==> src/rtl/wb_pkg.sv <==
// Shared definitions for the MEM->WB lane bundle: lane geometry, field
// offsets inside a packed lane, and the beat count helper.
package wb_pkg;

    // Default field widths of one lane
    localparam int DEF_ADDR_W = 5;
    localparam int DEF_DATA_W = 32;
    localparam int DEF_PC_W   = 32;

    // Width of one packed lane: {we, dest, result, pc}
    function automatic int lane_w(input int addr_w, input int data_w, input int pc_w);
        return 1 + addr_w + data_w + pc_w;
    endfunction

    // Number of write beats needed to retire LANES results over WPORTS ports
    function automatic int nbeats(input int lanes, input int wports);
        return (lanes + wports - 1) / wports;
    endfunction

    // Field offsets (LSB position) inside a lane, for arbitrary widths
    function automatic int res_off(input int pc_w);
        return pc_w;
    endfunction

    function automatic int dest_off(input int data_w, input int pc_w);
        return pc_w + data_w;
    endfunction

    function automatic int we_off(input int addr_w, input int data_w, input int pc_w);
        return pc_w + data_w + addr_w;
    endfunction

    // Field offsets at the default widths
    localparam int PC_OFF   = 0;
    localparam int RES_OFF  = res_off(DEF_PC_W);
    localparam int DEST_OFF = dest_off(DEF_DATA_W, DEF_PC_W);
    localparam int WE_OFF   = we_off(DEF_ADDR_W, DEF_DATA_W, DEF_PC_W);

    // One lane as seen by MEM and WB at the default widths (MSB first)
    typedef struct packed {
        logic                  we;
        logic [DEF_ADDR_W-1:0] dest;
        logic [DEF_DATA_W-1:0] result;
        logic [DEF_PC_W-1:0]   pc;
    } wb_lane_t;

endpackage

==> src/rtl/wb_beat_sel.sv <==
// Combinational lane selector: for the current beat, routes lanes
// beat*WPORTS+p onto write port p and masks ports whose lane does not
// exist, writes r0, or is overwritten by a younger lane in the same beat.
import wb_pkg::*;

module wb_beat_sel #(
    parameter int LANES  = 2,
    parameter int WPORTS = 1,
    parameter int ADDR_W = 5,
    parameter int DATA_W = 32,
    parameter int PC_W   = 32,
    parameter int BEAT_W = 1
) (
    input  logic                                          valid,
    input  logic [BEAT_W-1:0]                             beat,
    input  logic [LANES*lane_w(ADDR_W, DATA_W, PC_W)-1:0] bundle,
    output logic [WPORTS-1:0]                             rf_we,
    output logic [WPORTS*ADDR_W-1:0]                      rf_waddr,
    output logic [WPORTS*DATA_W-1:0]                      rf_wdata,
    output logic [WPORTS*PC_W-1:0]                        debug_pc,
    output logic [WPORTS-1:0]                             debug_valid
);

    localparam int LANE_W  = lane_w(ADDR_W, DATA_W, PC_W);
    localparam int WE_O    = we_off(ADDR_W, DATA_W, PC_W);
    localparam int DEST_O  = dest_off(DATA_W, PC_W);
    localparam int RES_O   = res_off(PC_W);

    logic [LANE_W-1:0] lane_bits;
    logic              p_exist [WPORTS];
    logic              p_we    [WPORTS];
    logic [ADDR_W-1:0] p_dest  [WPORTS];
    logic [DATA_W-1:0] p_res   [WPORTS];
    logic [PC_W-1:0]   p_pc    [WPORTS];
    int                lane_idx;

    // Pick the lane for each port; a port past the last lane reads as zero
    always_comb begin
        lane_bits = '0;
        lane_idx  = 0;
        for (int p = 0; p < WPORTS; p++) begin
            p_exist[p] = 1'b0;
            p_we[p]    = 1'b0;
            p_dest[p]  = '0;
            p_res[p]   = '0;
            p_pc[p]    = '0;
            lane_idx   = int'(beat) * WPORTS + p;
            if (lane_idx < LANES) begin
                lane_bits  = bundle[lane_idx*LANE_W +: LANE_W];
                p_exist[p] = 1'b1;
                p_we[p]    = lane_bits[WE_O];
                p_dest[p]  = lane_bits[DEST_O +: ADDR_W];
                p_res[p]   = lane_bits[RES_O +: DATA_W];
                p_pc[p]    = lane_bits[PC_OFF +: PC_W];
            end
        end
    end

    // Drive the ports; a higher port with the same dest is younger in
    // program order, so it shadows every lower port that targets that dest
    always_comb begin
        rf_we       = '0;
        rf_waddr    = '0;
        rf_wdata    = '0;
        debug_pc    = '0;
        debug_valid = '0;
        for (int p = 0; p < WPORTS; p++) begin
            logic shadowed;
            shadowed = 1'b0;
            for (int q = p + 1; q < WPORTS; q++) begin
                if (p_exist[q] && p_we[q] && (p_dest[q] == p_dest[p]))
                    shadowed = 1'b1;
            end
            rf_we[p]                       = valid & p_exist[p] & p_we[p] &
                                             (p_dest[p] != '0) & ~shadowed;
            debug_valid[p]                 = valid & p_exist[p];
            rf_waddr[p*ADDR_W +: ADDR_W]   = p_dest[p];
            rf_wdata[p*DATA_W +: DATA_W]   = p_res[p];
            debug_pc[p*PC_W +: PC_W]       = p_pc[p];
        end
    end

endmodule

==> src/rtl/stage_5_wb_multi.sv <==
// Writeback stage: holds one LANES-wide bundle from MEM and retires it over
// WPORTS register-file write ports, one beat per cycle. Exposes pending
// destinations for hazard checks, difftest debug ports and a retire counter.
//
// Handshake: MEM presents valid_4 with stage_4_to_5; the bundle transfers on
// a rising edge where valid_4 && allow_5 && !flush. allow_5 is a function of
// WB state only (never of valid_4) and is high when WB is empty or is on the
// final beat of its current bundle. flush kills the held bundle at the edge
// and drops whatever MEM offers in that cycle.
import wb_pkg::*;

module stage_5_wb_multi #(
    parameter int LANES  = 2,
    parameter int WPORTS = 1,
    parameter int DATA_W = 32,
    parameter int ADDR_W = 5,
    parameter int PC_W   = 32,
    parameter int CNT_W  = 32
) (
    input  logic                                          clk,
    input  logic                                          reset,
    input  logic                                          valid_4,
    output logic                                          allow_5,
    input  logic [LANES*lane_w(ADDR_W, DATA_W, PC_W)-1:0] stage_4_to_5,
    input  logic                                          flush,
    output logic [WPORTS-1:0]                             rf_we,
    output logic [WPORTS*ADDR_W-1:0]                      rf_waddr,
    output logic [WPORTS*DATA_W-1:0]                      rf_wdata,
    output logic [WPORTS*PC_W-1:0]                        debug_wb_pc,
    output logic [WPORTS-1:0]                             debug_wb_valid,
    output logic [LANES-1:0]                              wb_pend_valid,
    output logic [LANES*ADDR_W-1:0]                       wb_pend_dest,
    output logic [CNT_W-1:0]                              perf_retired
);

    localparam int LANE_W = lane_w(ADDR_W, DATA_W, PC_W);
    localparam int NBEATS = nbeats(LANES, WPORTS);
    localparam int BEAT_W = (NBEATS > 1) ? $clog2(NBEATS) : 1;
    localparam int WE_O   = we_off(ADDR_W, DATA_W, PC_W);
    localparam int DEST_O = dest_off(DATA_W, PC_W);

    logic                    valid_5;
    logic [BEAT_W-1:0]       beat;
    logic [LANES*LANE_W-1:0] bundle_q;
    logic                    ready_go_5;
    logic                    accept;
    logic [CNT_W-1:0]        retire_inc;

    assign ready_go_5 = (beat == BEAT_W'(NBEATS - 1));
    assign allow_5    = ~valid_5 | ready_go_5;
    assign accept     = valid_4 & allow_5 & ~flush;

    // Bundle holding register and beat sequencing
    always_ff @(posedge clk) begin
        if (reset) begin
            valid_5  <= 1'b0;
            beat     <= '0;
            bundle_q <= '0;
        end else if (flush) begin
            valid_5 <= 1'b0;
            beat    <= '0;
        end else if (accept) begin
            bundle_q <= stage_4_to_5;
            valid_5  <= 1'b1;
            beat     <= '0;
        end else if (valid_5 && !ready_go_5) begin
            beat <= beat + 1'b1;
        end else if (valid_5) begin
            valid_5 <= 1'b0;
            beat    <= '0;
        end
    end

    wb_beat_sel #(
        .LANES  (LANES),
        .WPORTS (WPORTS),
        .ADDR_W (ADDR_W),
        .DATA_W (DATA_W),
        .PC_W   (PC_W),
        .BEAT_W (BEAT_W)
    ) u_beat_sel (
        .valid       (valid_5),
        .beat        (beat),
        .bundle      (bundle_q),
        .rf_we       (rf_we),
        .rf_waddr    (rf_waddr),
        .rf_wdata    (rf_wdata),
        .debug_pc    (debug_wb_pc),
        .debug_valid (debug_wb_valid)
    );

    // Lanes from the current beat onward still count as pending, since the
    // register file only takes the current beat's write at the next edge
    always_comb begin
        wb_pend_valid = '0;
        wb_pend_dest  = '0;
        for (int i = 0; i < LANES; i++) begin
            wb_pend_dest[i*ADDR_W +: ADDR_W] = bundle_q[i*LANE_W + DEST_O +: ADDR_W];
            wb_pend_valid[i] = valid_5 & bundle_q[i*LANE_W + WE_O] &
                               (bundle_q[i*LANE_W + DEST_O +: ADDR_W] != '0) &
                               (i >= int'(beat) * WPORTS);
        end
    end

    // Number of lanes retiring this cycle
    always_comb begin
        retire_inc = '0;
        for (int p = 0; p < WPORTS; p++)
            retire_inc = retire_inc + CNT_W'(debug_wb_valid[p]);
    end

    // Retire counter, wraps naturally
    always_ff @(posedge clk) begin
        if (reset)
            perf_retired <= '0;
        else
            perf_retired <= perf_retired + retire_inc;
    end

endmodule

==> config.mk <==
export PLATFORM = sky130hd
export DESIGN_NAME = stage_5_wb_multi
export DESIGN_NICKNAME = d
export VERILOG_FILES = /design/src/rtl/wb_pkg.sv /design/src/rtl/wb_beat_sel.sv /design/src/rtl/stage_5_wb_multi.sv
export SDC_FILE = /design/constraint.sdc
export NUM_CORES = 1
export LEC_CHECK = 0
export ABC_CLOCK_PERIOD_IN_PS = 7100
export BUFFER_PORTS_ARGS = -buffer_cell sky130_fd_sc_hd__buf_2
export CAP_MARGIN = 15
export CORE_MARGIN = 5
export CORE_UTILIZATION = 55
export CTS_BUF_LIST = sky130_fd_sc_hd__clkbuf_8
export CTS_CLUSTER_DIAMETER = 50
export DETAILED_ROUTE_END_ITERATION = 8
export GPL_TIMING_DRIVEN = 0
export PLACE_DENSITY_LB_ADDON = 0.1
export SYNTH_ARGS = -nofsm -noshare
export SYNTH_HDL_FRONTEND = slang
export SYNTH_SLANG_ARGS = --single-unit
==> constraint.sdc <==
create_clock -name clk -period 7.1 [get_ports clk]
set_input_delay 0.355 -clock clk [delete_from_list [all_inputs] [get_ports clk]]
set_output_delay 0.355 -clock clk [all_outputs]
set_load 0.1 [all_outputs]
# Word level (Yosys, flattened, before mapping)
# Index checks and enable logic that the tools add are counted.
word_totals:
  reg_bits: 174
  in_bits: 144
  output_inout_bits: 116
  word_cells: 44
op_classes:
  add_sub_neg: 2
  multipliers: 1
  magnitude_cmp: 3
  eq_ne: 1
  shifts: 1
  n_mux: 9
  bitwise: 14
  n_reduce_logical: 9
ops:
  columns: ["operator", "n"]
  rows:
  - ["$shiftx A140 B32 Y70", 1]
  - ["$mux W32", 2]
  - ["$add A32 B1 Y32", 1]
  - ["$reduce_bool A5 Y1", 3]
  - ["$and A1 B1 Y1", 11]
  - ["$mul A1 B6 Y7 const B", 1]
  - ["$mux W1", 6]
  - ["$mux W5", 1]
  - ["$reduce_or A3 Y1", 1]
  - ["$ge A1 B1 Y1 const A", 2]
  - ["$lt A1 B2 Y1 const B", 1]
  - ["$ne A2 B2 Y1 const B", 1]
  - ["$not A1 Y1", 2]
  - ["$reduce_and A2 Y1", 1]
  - ["$reduce_bool A2 Y1", 1]
  - ["$reduce_or A2 Y1", 1]
  - ["$add A1 B1 Y1 const B", 1]
  - ["$logic_and A1 B1 Y1", 1]
  - ["$logic_not A1 Y1", 1]
  - ["$or A1 B1 Y1", 1]

# Depth between registers and ports, before layout
logic_depth:
  depth_word: 5
  ltp_mapped: 8
  depth_no_buf: 6

# By module
# A second synthesis with hierarchy kept.
hier_totals:
  hier_cells: 889
  area_unflattened_um2: 7445.9
modules_own_cells:
  columns: ["mod", "n_inst", "cells_per_inst", "area_per_inst_um2", "seq_area_each_um2"]
  rows:
  - ["stage_5_wb_multi", 1, 808, 6581.3, 3483.3]
  - ["wb_beat_sel", 1, 81, 864.6, 0.0]

# Worst setup path after synthesis
# OpenSTA, ideal clock, no wires.
synth_path:
  path_kind: "register to register"
  from: "register valid_5"
  to: "register perf_retired[22]"
  setup_time_ps: 132
  t_arrival_ps: 2971
  t_required_ps: 6968
  path_slack_ps: 3997
  path_stages_with_launch: 9
  n_path_buf: 2
  period_less_slack_ps: 3103
  path_cell_list: "dfxtp_1 > ha_1 > ha_1 > nand4_2 > or4_1 > buf_2 > buf_2 > o41ai_1 > a21oi_1"
synth_via:
  elab_chain_len: 2
synth_lines:
  columns: ["element", "line", "source"]
  rows:
  - ["from (decl)", "stage_5_wb_multi.sv:42", "logic valid_5;"]
  - ["from (signal assigned)", "stage_5_wb_multi.sv:56", "valid_5 <= 1'b0;"]
  - ["from (signal assigned)", "stage_5_wb_multi.sv:60", "valid_5 <= 1'b0;"]
  - ["from (signal assigned)", "stage_5_wb_multi.sv:64", "valid_5 <= 1'b1;"]
  - ["$and A1 B1 Y1", "wb_beat_sel.sv:76", "debug_valid[p] = valid & p_exist[p];"]
  - ["$add A32 B1 Y32", "stage_5_wb_multi.sv:117", "perf_retired <= perf_retired + retire_inc;"]
  - ["to (signal assigned)", "stage_5_wb_multi.sv:117", null]
  - ["to (decl)", "stage_5_wb_multi.sv:33", "output logic [CNT_W-1:0] perf_retired"]
# No other way between the ends.
# A chain may end at the register's enable or synchronous reset.

# Worst setup path after layout
layout_path:
  from: "register beat"
  to: "output port rf_wdata[29]"
layout_via:
  elab_chain_len: 3
  elab_cells_between_ends: 4
  classes_between: "mul: 1; order compare: 1; shift: 1; mux: 1"
layout_lines:
  columns: ["element", "line", "source"]
  rows:
  - ["from (decl)", "stage_5_wb_multi.sv:43", "logic [BEAT_W-1:0] beat;"]
  - ["from (signal assigned)", "stage_5_wb_multi.sv:67", "beat <= beat + 1'b1;"]
  - ["$mul A1 B6 Y7", "wb_beat_sel.sv:49", "lane_bits = bundle[lane_idx*LANE_W +: LANE_W];"]
  - ["$shiftx A140 B32 Y70", "wb_beat_sel.sv:49", null]
  - ["$mux W32 *", "wb_beat_sel.sv:48", "if (lane_idx < LANES) begin"]
  - ["to (decl)", "stage_5_wb_multi.sv:28", "output logic [WPORTS*DATA_W-1:0] rf_wdata,"]
# Mark *: on every way between the ends. The rest lies on a longest branch, timed or not.

==> impl_results.rst <==
.. list-table::
   :header-rows: 1

   * - Metric
     - Value
   * - Result of the run
     - complete, no violations
   * - Power density over cell area
     - 237 nW/um^2
   * - Maximum number of pins on one net before global-route repair
     - 17
   * - Number of hold-repair buffers added at the cts stage
     - 0
   * - Max-cap viol count
     - 0
   * - Cell Area, Synth
     - 7280 sq um
   * - Clock tree from TritonCTS
     - yes
   * - Wire length of the first global-routing pass
     - 33,300 um
   * - Average wire per cell in the routed design
     - 15.8 um
   * - Via Count
     - 7,131
   * - Hold wc startpoint
     - flush
   * - DIE AREA
     - 15,600 sq um
   * - Number of rows created at floorplan
     - 42
   * - Number of antenna-violating nets in the routed design
     - 0
   * - Clock-pin slew on the worst setup and hold paths
     - 0.08 ns
   * - Most frequently used cell type in the post-synthesis netlist
     - nand2_1
   * - Weighted congestion reported at the end of routability-driven placement
     - 0.826
   * - Number of levels in the clock H-tree
     - 4
   * - Final worst slack
     - 3.92 ns
   * - Sequential cell area fraction in the yosys report
     - 0.479
   * - Area of the core
     - 13,100 sq um
   * - Top-level I/O count
     - 260
   * - CTS-repair resized insts
     - 0
   * - Start of the worst register-to-register path
     - valid_5$_SDFFE_PP0P_
   * - Fraction of power spent switching nets
     - 0.297
   * - Most used flip-flop cell after synthesis
     - dfxtp_1
   * - Fmax
     - 314 MHz
   * - Ratio of cells with drive above 1 in the final layout
     - 0.325
   * - Post-CTS setup buffers
     - 0
   * - Yosys top cell area share
     - 0.479
   * - Final period demand of the worst path
     - 3.18 ns
   * - Count of buffers inserted at the top-level ports
     - 258
   * - Initial Utilization
     - 0.556
   * - Final-stage net count
     - 1,309
   * - Vias in the first global route
     - 6,776
   * - LEAKAGE
     - 4.02 nW
   * - Number of detailed-route iterations in the first pass
     - 5
   * - Number of flops mapped to enable cells by yosys
     - 0
   * - Comb pwr share
     - 0.169
   * - Area added between synthesis and finish
     - 27.1%
   * - Footprint of the flip-flops and latches
     - 3480 sq um
   * - Buffers from clock root to sink, at most
     - 2
   * - Sum of negative setup slack
     - 0 ns
   * - Seq pwr share
     - 0.472
   * - Unrepaired setup endpoints after global routing
     - false
   * - Arr. time, crit path
     - 2.83 ns
   * - Number of remaining DRC errors
     - 0
   * - Global router's overall resource usage
     - 0.263
   * - Category of the worst setup path capture point
     - output pin
   * - Remaining max-slew budget at the tightest pin
     - 0.529
   * - Post-synthesis cell type count
     - 36
   * - Ranking of synthesized cells by area
     - dfxtp_1 48%, nand2_1 15%, a21oi_1 11%
   * - Avg Inst Size Synth
     - 8.22 sq um
   * - Max Fanout on Critical Path
     - 10
   * - Cells after Synth
     - 885
   * - CP Class
     - register to output pin
   * - Warnings from Yosys
     - 0
   * - CP startpoint
     - beat$_SDFFE_PP0P_
   * - Final routed wirelength across all metal layers
     - 21,400 um
   * - Worst-case setup slack after placement
     - 4.36 ns
   * - Cell type with the highest aggregate area in the netlist
     - dfxtp_1
   * - Internal power contribution
     - 1.54 mW
   * - CTS Root Cell
     - clkbuf_8
   * - Max Transition Viols Final
     - 0
   * - Number of fillers in the final layout
     - 1,135
   * - Final count of hold timing violations
     - 0
   * - Proportion of register bits with asynchronous set or reset after synthesis
     - 0
   * - Remaining Overflow, GRT
     - 0
   * - Pin slew with the least headroom to its limit
     - 0.707 ns
   * - Via density per instance
     - 5.27
   * - Detailed placement HPWL
     - 15,800 um
   * - Final worst-path cycle share
     - 0.448
   * - Clock network fraction of total power
     - 0.359
   * - Width of the chip
     - 125 um
   * - CP Launch Type
     - register
   * - Num Clock Sinks
     - 174
   * - Class of the most critical hold timing path
     - input pin to register
   * - Area occupied by multi-input gates
     - 3440 sq um
   * - Die Height
     - 125 um
   * - Number of storage elements in the synthesis netlist
     - 174
   * - Initial antenna violation count
     - 5
   * - Net switching power
     - 0.650 mW
   * - Clock latency on the worst-skew pair
     - 0.47 ns
   * - Req. time, crit path
     - 6.74 ns
   * - Cell types with the highest counts after synthesis
     - 287 x nand2_1, 174 x dfxtp_1, 158 x a21oi_1
   * - Mapped Nets
     - 1,032
   * - VDD IR max
     - 0.000204 V
   * - Iter 0 DRT Violations
     - 377
   * - Final setup viols
     - 0
   * - Num CTS Buffers
     - 17
   * - Worst Skew
     - 0.0136 ns
## critical path: stages (launching register included)
cell and delay [ns]:
dfxtp_1 0.32, buf_2 0.20, buf_1 0.54, clkbuf_1 0.59
mux2_2 0.30, buf_2 0.43
## metrics by stage
step | total power, mW | std cells | hold WS [ns] | util | area, sq um
5_1_grt | 2.26 | 1354 | 0.0974 | 0.707 | 9250
3_5_place_dp | 1.42 | 1319 | 0.444 | 0.672 | 8790
3_3_place_gp | 1.42 | 1319 | 0.439 | 0.672 | 8790
4_1_cts | 2.19 | 1351 | 0.0798 | 0.707 | 9250
6_report | 2.19 | 1354 | 0.0996 | 0.707 | 9250
2_1_floorplan | 1.32 | 885 | 0.433 | - | 7280
## flip-flops by register name, indices dropped and copies added (netlist names)
signal        cells
perf_retired     32
bundle_q        140
valid_5           1
beat              1
## power groups by stage
stage	combinational (mW)	sequential, mW	clock [mW]
5_1_grt	0.392	1.04	0.830
2_1_floorplan	0.270	1.05	0
3_5_place_dp	0.370	1.05	0
6_report	0.370	1.03	0.787
3_3_place_gp	0.367	1.05	0
4_1_cts	0.371	1.03	0.792
## path summary, 6_finish.rpt
path | to | slack [ns] | cells past startpoint
setup / recovery | rf_wdata[29] | 3.92 | 5
setup reg to reg | perf_retired[22]$_SDFF_PP0_ | 4.34 | 8
hold reg to reg | bundle_q[99]$_SDFFE_PP0P_ | 0.46 | 2
hold / removal | valid_5$_SDFFE_PP0P_ | 0.1 | 2
## logic make-up (layout without fill, tap and decap cells)
family / count (synthesis) / in the layout / synth area share
and+or+nand+nor: 365 / 365 / 0.213
AOI/OAI and AO/OA: 180 / 180 / 0.132
DFF: 174 / 174 / 0.479
buffers and inverters: 81 / 371 / 0.0485
muxes: 70 / 70 / 0.108
xor gates and xnor gates: 12 / 12 / 0.0144
adders and majority gates: 3 / 3 / 0.00516
other: 0 / 3 / 0
## metal layers
layer	wire (um)	track usage	share of wire
met5	21	0	0.00098
met4	592	0.0989	0.028
met3	1750	0.0763	0.082
met2	10100	0.440	0.47
met1	8880	0.321	0.42
## cell type report
| type | count | share of cell area |
|---|---|---|
| Multi-Input combinational cell | 630 | 0.372 |
| Antenna cell | 3 | 0.000811 |
| Timing Repair Buffer | 258 | 0.140 |
| Clock buffer | 19 | 0.0283 |
| Clock inverter | 13 | 0.0211 |
| Inverter | 6 | 0.00243 |
| Buffer | 75 | 0.0357 |
| Tap cell | 176 | 0.0238 |
| Sequential cell | 174 | 0.376 |
## cells in the final DEF (no fill, tap or decap), drive strengths merged, types with 2 or more instances in the layout
cell and n:
a21oi 158, and4 5, buf 280, bufinv 5, clkbuf 72, clkinv 3, clkinvlp 3, dfxtp 174
diode 3, ha 3, inv 8, mux2 70, nand2 287, nand3 11, nand4 10, nor2 16
nor2b 3, nor3 3, nor4 2, o21ai 5, o311a 3, o31ai 10, o41ai 2, or3 9
or4 12, xnor2 4, xor2 8
No activity file was read; power rests on OpenSTA's default activity.
